`config.mk`:
```
export PLATFORM = sky130hd
export DESIGN_NAME = debouncer_bank
export DESIGN_NICKNAME = d
export VERILOG_FILES = /design/src/rtl/debouncer_bank.sv
export SDC_FILE = /design/constraint.sdc
export NUM_CORES = 1
export LEC_CHECK = 0
export CORE_MARGIN = 4
export CORE_UTILIZATION = 42
export CTS_BUF_LIST = sky130_fd_sc_hd__clkbuf_4
export DETAILED_ROUTE_END_ITERATION = 7
export GPL_TIMING_DRIVEN = 0
export PLACE_DENSITY_LB_ADDON = 0.3
export SLEW_MARGIN = 15
export SYNTH_ARGS = -nofsm -noshare
export SYNTH_HDL_FRONTEND = slang
export SYNTH_SLANG_ARGS = --single-unit
```
`constraint.sdc`:
```
create_clock -name clk -period 2.4 [get_ports clk]
set_input_delay 0.36 -clock clk [delete_from_list [all_inputs] [get_ports clk]]
set_output_delay 0.36 -clock clk [all_outputs]
set_load 0.02 [all_outputs]
```
`src/rtl/debouncer_bank.sv`:
```
// debouncer_bank
//   Multi-channel keypad debouncer. Each raw pin is synchronised, debounced
//   and turned into a clean level plus one-cycle rise/fall events. Long-press
//   and auto-repeat events are also produced, so downstream scan logic can
//   act on events instead of polling levels.
//
// Ports
//   clk         system clock
//   rst         asynchronous reset, active low
//   noisy       raw asynchronous pin levels, one per channel
//   clean       debounced level, 1 = pressed (after ACTIVE_LOW mapping)
//   rise        one-cycle pulse when clean goes 0->1
//   fall        one-cycle pulse when clean goes 1->0
//   long_press  one-cycle pulse at the long-press threshold and on each repeat
//   any_active  OR of clean, registered alongside clean
module debouncer_bank #(
    parameter int CHANNELS          = 4,
    parameter int ACTIVE_LOW        = 0,
    parameter int SYNC_STAGES       = 2,
    parameter int DEBOUNCE_CYCLES   = 27000,
    parameter int CNT_W             = 16,
    parameter int LONG_PRESS_CYCLES = 2700000,
    parameter int REPEAT_CYCLES     = 675000,
    parameter int HOLD_W            = 24
) (
    input  logic                clk,
    input  logic                rst,
    input  logic [CHANNELS-1:0] noisy,
    output logic [CHANNELS-1:0] clean,
    output logic [CHANNELS-1:0] rise,
    output logic [CHANNELS-1:0] fall,
    output logic [CHANNELS-1:0] long_press,
    output logic                any_active
);

    localparam logic              IDLE_LVL = (ACTIVE_LOW != 0);
    localparam logic [CNT_W-1:0]  DB_LAST  = CNT_W'(DEBOUNCE_CYCLES - 1);
    localparam logic [HOLD_W-1:0] LP_LAST  = HOLD_W'(LONG_PRESS_CYCLES - 1);
    localparam logic [HOLD_W-1:0] RP_LAST  =
        HOLD_W'((REPEAT_CYCLES > 0) ? (REPEAT_CYCLES - 1) : 0);

    logic [CHANNELS-1:0] clean_nxt;

    for (genvar i = 0; i < CHANNELS; i++) begin : g_ch
        logic [SYNC_STAGES-1:0] sync_p0;
        logic                   s_p0;
        logic [CNT_W-1:0]       db_cnt_p1;
        logic [CNT_W-1:0]       db_cnt_nxt;
        logic                   clean_p1;
        logic                   clean_d;
        logic                   rise_p1;
        logic                   fall_p1;
        logic [HOLD_W-1:0]      hold_p1;
        logic [HOLD_W-1:0]      hold_nxt;
        logic [HOLD_W-1:0]      hold_last;
        logic                   rep_p1;
        logic                   rep_nxt;
        logic                   lp_p1;
        logic                   lp_nxt;

        // ---- stage p0: synchroniser, polarity mapped after the last flop ----
        assign s_p0 = sync_p0[SYNC_STAGES-1] ^ IDLE_LVL;

        // ---- stage p1: debounce and hold/long-press next-state ----
        always_comb begin
            db_cnt_nxt = db_cnt_p1;
            clean_d    = clean_p1;
            if (s_p0 == clean_p1) begin
                db_cnt_nxt = '0;
            end else if (db_cnt_p1 == DB_LAST) begin
                clean_d    = s_p0;
                db_cnt_nxt = '0;
            end else begin
                db_cnt_nxt = db_cnt_p1 + CNT_W'(1);
            end
        end

        // rep_p1 marks that the first long press already fired; the period
        // then switches from the long-press threshold to the repeat period.
        assign hold_last = rep_p1 ? RP_LAST : LP_LAST;

        always_comb begin
            hold_nxt = hold_p1;
            rep_nxt  = rep_p1;
            lp_nxt   = 1'b0;
            if (!clean_p1 || !clean_d) begin
                // Not pressed yet (includes the rise edge) or releasing now:
                // release wins over a coinciding threshold.
                hold_nxt = '0;
                rep_nxt  = 1'b0;
            end else if (rep_p1 && (REPEAT_CYCLES == 0)) begin
                hold_nxt = hold_p1;
            end else if (hold_p1 == hold_last) begin
                lp_nxt   = 1'b1;
                rep_nxt  = 1'b1;
                hold_nxt = (REPEAT_CYCLES > 0) ? '0 : hold_p1;
            end else begin
                hold_nxt = hold_p1 + HOLD_W'(1);
            end
        end

        always_ff @(posedge clk or negedge rst) begin
            if (!rst) begin
                sync_p0   <= {SYNC_STAGES{IDLE_LVL}};
                db_cnt_p1 <= '0;
                clean_p1  <= 1'b0;
                rise_p1   <= 1'b0;
                fall_p1   <= 1'b0;
                hold_p1   <= '0;
                rep_p1    <= 1'b0;
                lp_p1     <= 1'b0;
            end else begin
                sync_p0   <= {sync_p0[SYNC_STAGES-2:0], noisy[i]};
                db_cnt_p1 <= db_cnt_nxt;
                clean_p1  <= clean_d;
                rise_p1   <= clean_d & ~clean_p1;
                fall_p1   <= ~clean_d & clean_p1;
                hold_p1   <= hold_nxt;
                rep_p1    <= rep_nxt;
                lp_p1     <= lp_nxt;
            end
        end

        assign clean_nxt[i]  = clean_d;
        assign clean[i]      = clean_p1;
        assign rise[i]       = rise_p1;
        assign fall[i]       = fall_p1;
        assign long_press[i] = lp_p1;
    end

    // ---- stage p1: summary flag, updated in the same cycle as clean ----
    always_ff @(posedge clk or negedge rst) begin
        if (!rst) begin
            any_active <= 1'b0;
        end else begin
            any_active <= |clean_nxt;
        end
    end

endmodule

```
==> results_dict.tcl, run 1 <==
set metrics [dict create \
    outcome "finished, final reports clean" \
    fill_cells 1963 \
    synth_xor_area_share_pct 13.7 \
    cts_tree "built" \
    grt_antenna_before_repair 1 \
    grt_pass1_vias 6390 \
    seq_area_frac_synth_pct 51.2 \
    fin_setup_tns_ns 0 \
    drtAntennaViolNets 0 \
    min_period_ns 2.18 \
    dp_hpwl_um 11200 \
    synthesis.area_mm2 0.00923 \
    clock_path_buffers 2 \
    yosysMostFrequentCell "nor2_1" \
    synth_warnings 0 \
    synthSimpleGateAreaFrac_pct 27.8 \
    io_buffers 22 \
    area_delta_synth_final_pct 10.4 \
    yosysTopAreaCell "dfrtp_1" \
    synth_edf_count 0 \
    drt_iter0_drc 323 \
    path_max_fanout 10 \
    synth_compound_gate_area_share_pct 1.83 \
    fmax_ghz 0.458 \
    ir_worst_vdd_v 0.000241 \
    dr.pass1.iters 6 \
    nNetsFinal 982 \
    hold_viol 0 \
    place_congestion 0.818 \
    end_kind "flop" \
    drc 0 \
    via_per_inst 5.10 \
    fin_hold_ws_ns 0.210 \
    met1Wirelength_um 8210 \
    ys_types 44 \
    ys_async_sr_fraction_pct 100 \
    grt-ovfl-total 0 \
    synth_commonest_cells "nor2_1 (193), dfrtp_1 (189), xor2_1 (81)" \
    synth_ff_type "dfrtp_1" \
    synthCells 922 \
    synth_mux_area_share_pct 0.488 \
    finalMaxSlewViolations 0 \
    grt_usage_pct 14.4 \
    wl_met3_um 383 \
    top_layer "met4" \
    synth_top_family_by_area "simple AND/OR/NAND/NOR gates" \
    cp.required_ns 2.87 \
    core_area_mm2 0.0213 \
    cts_root_buf "clkbuf_4" \
    drive_gt1_share_pct 7.88 \
    synth_area_leaders "dfrtp_1 (51%), nor2_1 (7.8%), xor2_1 (7.7%), xnor2_1 (6.0%), nand3_1 (3.3%)" \
    start_util_pct 43.4 \
    cts_max_level 4 \
    syn_area_per_cell_um2 10.0 \
    wl_per_cell_um 13.2 \
    start_kind "flop" \
    wirelength_um 16600 \
    fin_crit_sh_pct 91.0 \
    ys_ff_latch 189 \
    path_class "flop to flop" \
    io_pins 23 \
    die_w_um 156 \
    dieHeight_um 156 \
    wl_met2_um 7790 \
    clk_latency_ns 0.57 \
    path_clk_slew_ns 0.16 \
    hold_class "input port to flop" \
    finalPower_w 0.00529 \
    setup_viol 0 \
    vias 6394 \
    arrival_ns 2.66 \
    numCtsBuffers 17 \
    grt_max_degree 99 \
    power.density_mw_per_mm2 519 \
    yosys.area_share.adder_pct 1.63 \
    syn_nets 940 \
    maxSlewHeadroom_pct 30.3 \
    cts_setup_buffers 0 \
    fp-row-count 53 \
    clock_sinks 189 \
    grt_pass1_wl_um 29600 \
    max_slew.worst_pin.slew_ns 1.03 \
    dieArea_mm2 0.0244 \
    max-cap-violations 0 \
    p_leak_nw 4.02 \
    yosysTopAreaCellShare_pct 51.2 \
    fin_worst_skew_ns 0.0237 \
]
[where the power goes]
group / internal (W) / leakage (nW) / switching, W / total [W]
registers: 0.00321 / 2.61 / 0.0000201 / 0.00323
logic: 0.0000324 / 1.24 / 0.0000896 / 0.000122
clock network: 0.000842 / 0.164 / 0.00110 / 0.00194
total: 0.00408 / 4.02 / 0.00121 / 0.00529
[final timing paths]
path	from	endpoint	slack [ns]	cells past startpoint
max	g_ch[3].db_cnt_p1[0]	g_ch[3].hold_p1[9]	0.22	8
min	noisy[1]	g_ch[1].sync_p0[0]	0.21	1
max reg2reg	g_ch[3].db_cnt_p1[0]	g_ch[3].hold_p1[9]	0.22	8
min reg2reg	g_ch[0].sync_p0[0]	g_ch[0].sync_p0[1]	0.37	0
max in group asynchronous	rst	g_ch[1].hold_p1[9]	1.14	3
min in group asynchronous	rst	g_ch[2].hold_p1[16]	0.36	2
[routing by layer]
| metal | track usage, % | vias up |
|---|---|---|
| met5 | 0 | - |
| met4 | 3.93 | 0 |
| met3 | 3.29 | 11 |
| met2 | 23.3 | 45 |
| met1 | 19.7 | 3109 |
| li1 | - | 3229 |
[registers in the layout (all words and copies together) (netlist names)]
| name | flops |
|---|---|
| any_active | 1 |
| g_ch.clean_p1 | 4 |
| g_ch.db_cnt_p1 | 64 |
| g_ch.fall_p1 | 4 |
| g_ch.hold_p1 | 96 |
| g_ch.lp_p1 | 4 |
| g_ch.rep_p1 | 4 |
| g_ch.rise_p1 | 4 |
| g_ch.sync_p0 | 8 |
[cells in the final DEF (no fill, tap or decap), types with 7 or more instances in the layout]
master,Yosys,layout
buf_4,20,20
nor2b_1,7,7
clkbuf_4,0,18
inv_1,14,14
o21ai_0,8,7
ha_1,12,12
nor4b_1,11,10
clkbuf_1,11,10
xnor2_1,63,63
clkdlybuf4s50_1,0,21
and4_1,16,16
nor3b_1,8,8
and3_1,17,17
nor2_1,193,193
nor3_1,19,19
nand4_1,42,42
nor4_1,17,16
nor4bb_1,12,12
nand2_1,58,58
dfrtp_1,189,188
xor2_1,81,81
nand3_1,61,61
[cells by family after synthesis]
family                   after synthesis
AND/OR/NAND/NOR                      497
flip-flops                           189
XOR/XNOR                             144
buffers and inverters                 54
AO/OA/AOI/OAI                         22
adder cells (fa/ha/maj)               12
multiplexers                           4
[through the flow]
step	setup WS, ns	utilization [%]	instances	instance area, um2
finish	0.216	47.9	1253	10200
floorplan	0.459	-	922	9230
global route	-0.0134	47.9	1253	10200
detailed placement	0.0957	46.2	1220	9830
CTS	0.0740	47.8	1253	10200
global placement	-7.01	46.0	1219	9800
[critical path, cell delays in order (launching register included)]
cell,delay [ns]
dfrtp_1,0.42
ha_1,0.22
and4_1,0.19
nand4_1,0.27
o21ai_2,0.28
or2_2,0.15
clkbuf_1,0.22
buf_2,0.27
nor2_1,0.08
[layout make-up]
type                    instances  area [um2]  share of cell area, %
diodes                          1        2.50                 0.0245
plain buffers                  38         246                   2.42
clock buffers                  18         135                   1.33
clock inverters                14         193                   1.89
inverters                      15        56.3                  0.552
multi-input cells             679        4220                   41.4
flip-flops and latches        189        4730                   46.4
well taps                     275         344                   3.38
repair buffers                 24         263                   2.58
[timing repair]
item	in CTS	in global routing
hold buffers	1	0
setup endpoints to repair	0	40
endpoints found under the hold margin	91	0
gates resized for setup	0	6
No activity file was read; power rests on OpenSTA's default activity.
==> run 2: changes to the inputs <==
RECOVER_POWER = 100   (was default)
==> results_dict.tcl, run 2 (synthesis results as in run 1) <==
set metrics [dict create \
    layout.cells.most_common "nor2_1" \
    clk_latency_ns 0.57 \
    wl_per_cell_um 13.2 \
    drc 0 \
    start_kind "flop" \
    grt_usage_pct 14.4 \
    grt_max_degree 99 \
    numCtsBuffers 17 \
    power.density_mw_per_mm2 519 \
    grt_pass1_wl_um 29600 \
    dieArea_mm2 0.0244 \
    dr.pass1.iters 6 \
    fin_crit_sh_pct 91.0 \
    start_util_pct 43.4 \
    drtAntennaViolNets 0 \
    path_max_fanout 10 \
    outcome "finished, final reports clean" \
    io_pins 23 \
    fin_worst_skew_ns 0.0237 \
    cp_cell_sequence "ha_1 -> and4_1 -> nand4_1 -> o21ai_2 -> or2_2 -> clkbuf_1 -> buf_2 -> nor2_1" \
    wirelength_um 16500 \
    place_congestion 0.818 \
    via_per_inst 5.11 \
    area_delta_synth_final_pct 10.4 \
    drive_gt1_share_pct 7.78 \
    cts_max_level 4 \
    max-cap-violations 0 \
    nNetsFinal 982 \
    fp-row-count 53 \
    grt_pass1_vias 6390 \
    grt-ovfl-total 0 \
    path_clk_slew_ns 0.16 \
    cts_tree "built" \
    maxSlewHeadroom_pct 15.9 \
    largest_register "g_ch.hold_p1" \
    final_cell_mix "nor2_1 (193), dfrtp_1 (188), xor2_1 (81), xnor2_1 (63), nand3_1 (61)" \
    arrival_ns 2.66 \
    cp_slowest_cell "dfrtp_1" \
    dieHeight_um 156 \
    hold_class "input port to flop" \
    core_area_mm2 0.0213 \
    cp_num_buf_inv 2 \
    dp_hpwl_um 11200 \
    fill_cells 1965 \
    cp.required_ns 2.87 \
    drt_iter0_drc 323 \
    fin_setup_tns_ns 0 \
    fin_hold_ws_ns 0.334 \
    vias 6402 \
    end_kind "flop" \
    p_leak_nw 4.01 \
    final_util_pct 47.9 \
    setup_viol 0 \
    io_buffers 22 \
    clock_path_buffers 2 \
    largest_reg_flops 96 \
    critPathTopFamily "simple AND/OR/NAND/NOR gates" \
    cts_root_buf "clkbuf_4" \
    fmax_ghz 0.458 \
    top_regs "g_ch.hold_p1 x96, g_ch.db_cnt_p1 x64, g_ch.sync_p0 x8" \
    seq_area_mm2 0.00473 \
    hold_viol 0 \
    multi_input_area_mm2 0.00422 \
    grt_antenna_before_repair 1 \
    clock_sinks 189 \
    finalMaxSlewViolations 0 \
    critical-path-max-stage-delay_ns 0.42 \
    die_w_um 156 \
    max_slew.worst_pin.slew_ns 1.26 \
    path_class "flop to flop" \
    cts_setup_buffers 0 \
    ir_worst_vdd_v 0.000241 \
    min_period_ns 2.18 \
]
==> run 2: timing repair <==
item	CTS	global route
hold buffers	1	0
setup endpoints to repair	0	40
gates resized for setup	0	6
endpoints found under the hold margin	91	0
==> run 2: per-layer routing <==
layer | wire [um] | vias to the layer above | GRT usage, %
met5 | 0 | - | 0
met4 | 167 | 0 | 3.93
met3 | 396 | 11 | 3.29
met2 | 7780 | 48 | 23.3
met1 | 8200 | 3113 | 19.7
li1 | - | 3230 | -
==> run 2: per-stage QoR <==
stage / area (um2) / cells / worst slack (ns) / total power (W)
6_report: 10200 / 1253 / 0.216 / 0.00529
5_1_grt: 10200 / 1253 / -0.0134 / 0.00554
4_1_cts: 10200 / 1253 / 0.0740 / 0.00539
3_5_place_dp: 9830 / 1220 / 0.0957 / 0.00342
3_3_place_gp: 9800 / 1219 / -7.01 / 0.00341
2_1_floorplan: 9230 / 922 / 0.459 / 0.00332
==> run 2: where the power goes <==
group | total, W | switching [W] | leakage, nW | internal (W)
Combinational | 0.000119 | 0.0000893 | 1.24 | 0.0000299
Clock | 0.00194 | 0.00110 | 0.164 | 0.000842
Sequential | 0.00323 | 0.0000201 | 2.61 | 0.00321
Total | 0.00529 | 0.00121 | 4.01 | 0.00408
==> run 2: path summary, 6_finish.rpt <==
path	slack, ns	cells after the start	endpoint	startpoint
setup / recovery	0.22	8	g_ch[3].hold_p1[9]	g_ch[3].db_cnt_p1[0]
hold / removal	0.33	1	g_ch[1].sync_p0[0]	noisy[1]
setup reg to reg	0.22	8	g_ch[3].hold_p1[9]	g_ch[3].db_cnt_p1[0]
hold reg to reg	0.37	0	g_ch[0].sync_p0[1]	g_ch[0].sync_p0[0]
max in group asynchronous	0.73	3	g_ch[1].hold_p1[9]	rst
min in group asynchronous	0.60	2	g_ch[2].hold_p1[16]	rst
==> run 2: layout make-up <==
cell class / count / share of cell area (%)
clock inverters: 14 / 1.89
plain buffers: 38 / 2.42
repair buffers: 24 / 2.51
clock buffers: 18 / 1.33
flip-flops and latches: 189 / 46.4
well taps: 275 / 3.38
multi-input cells: 679 / 41.5
diodes: 1 / 0.0246
inverters: 15 / 0.553
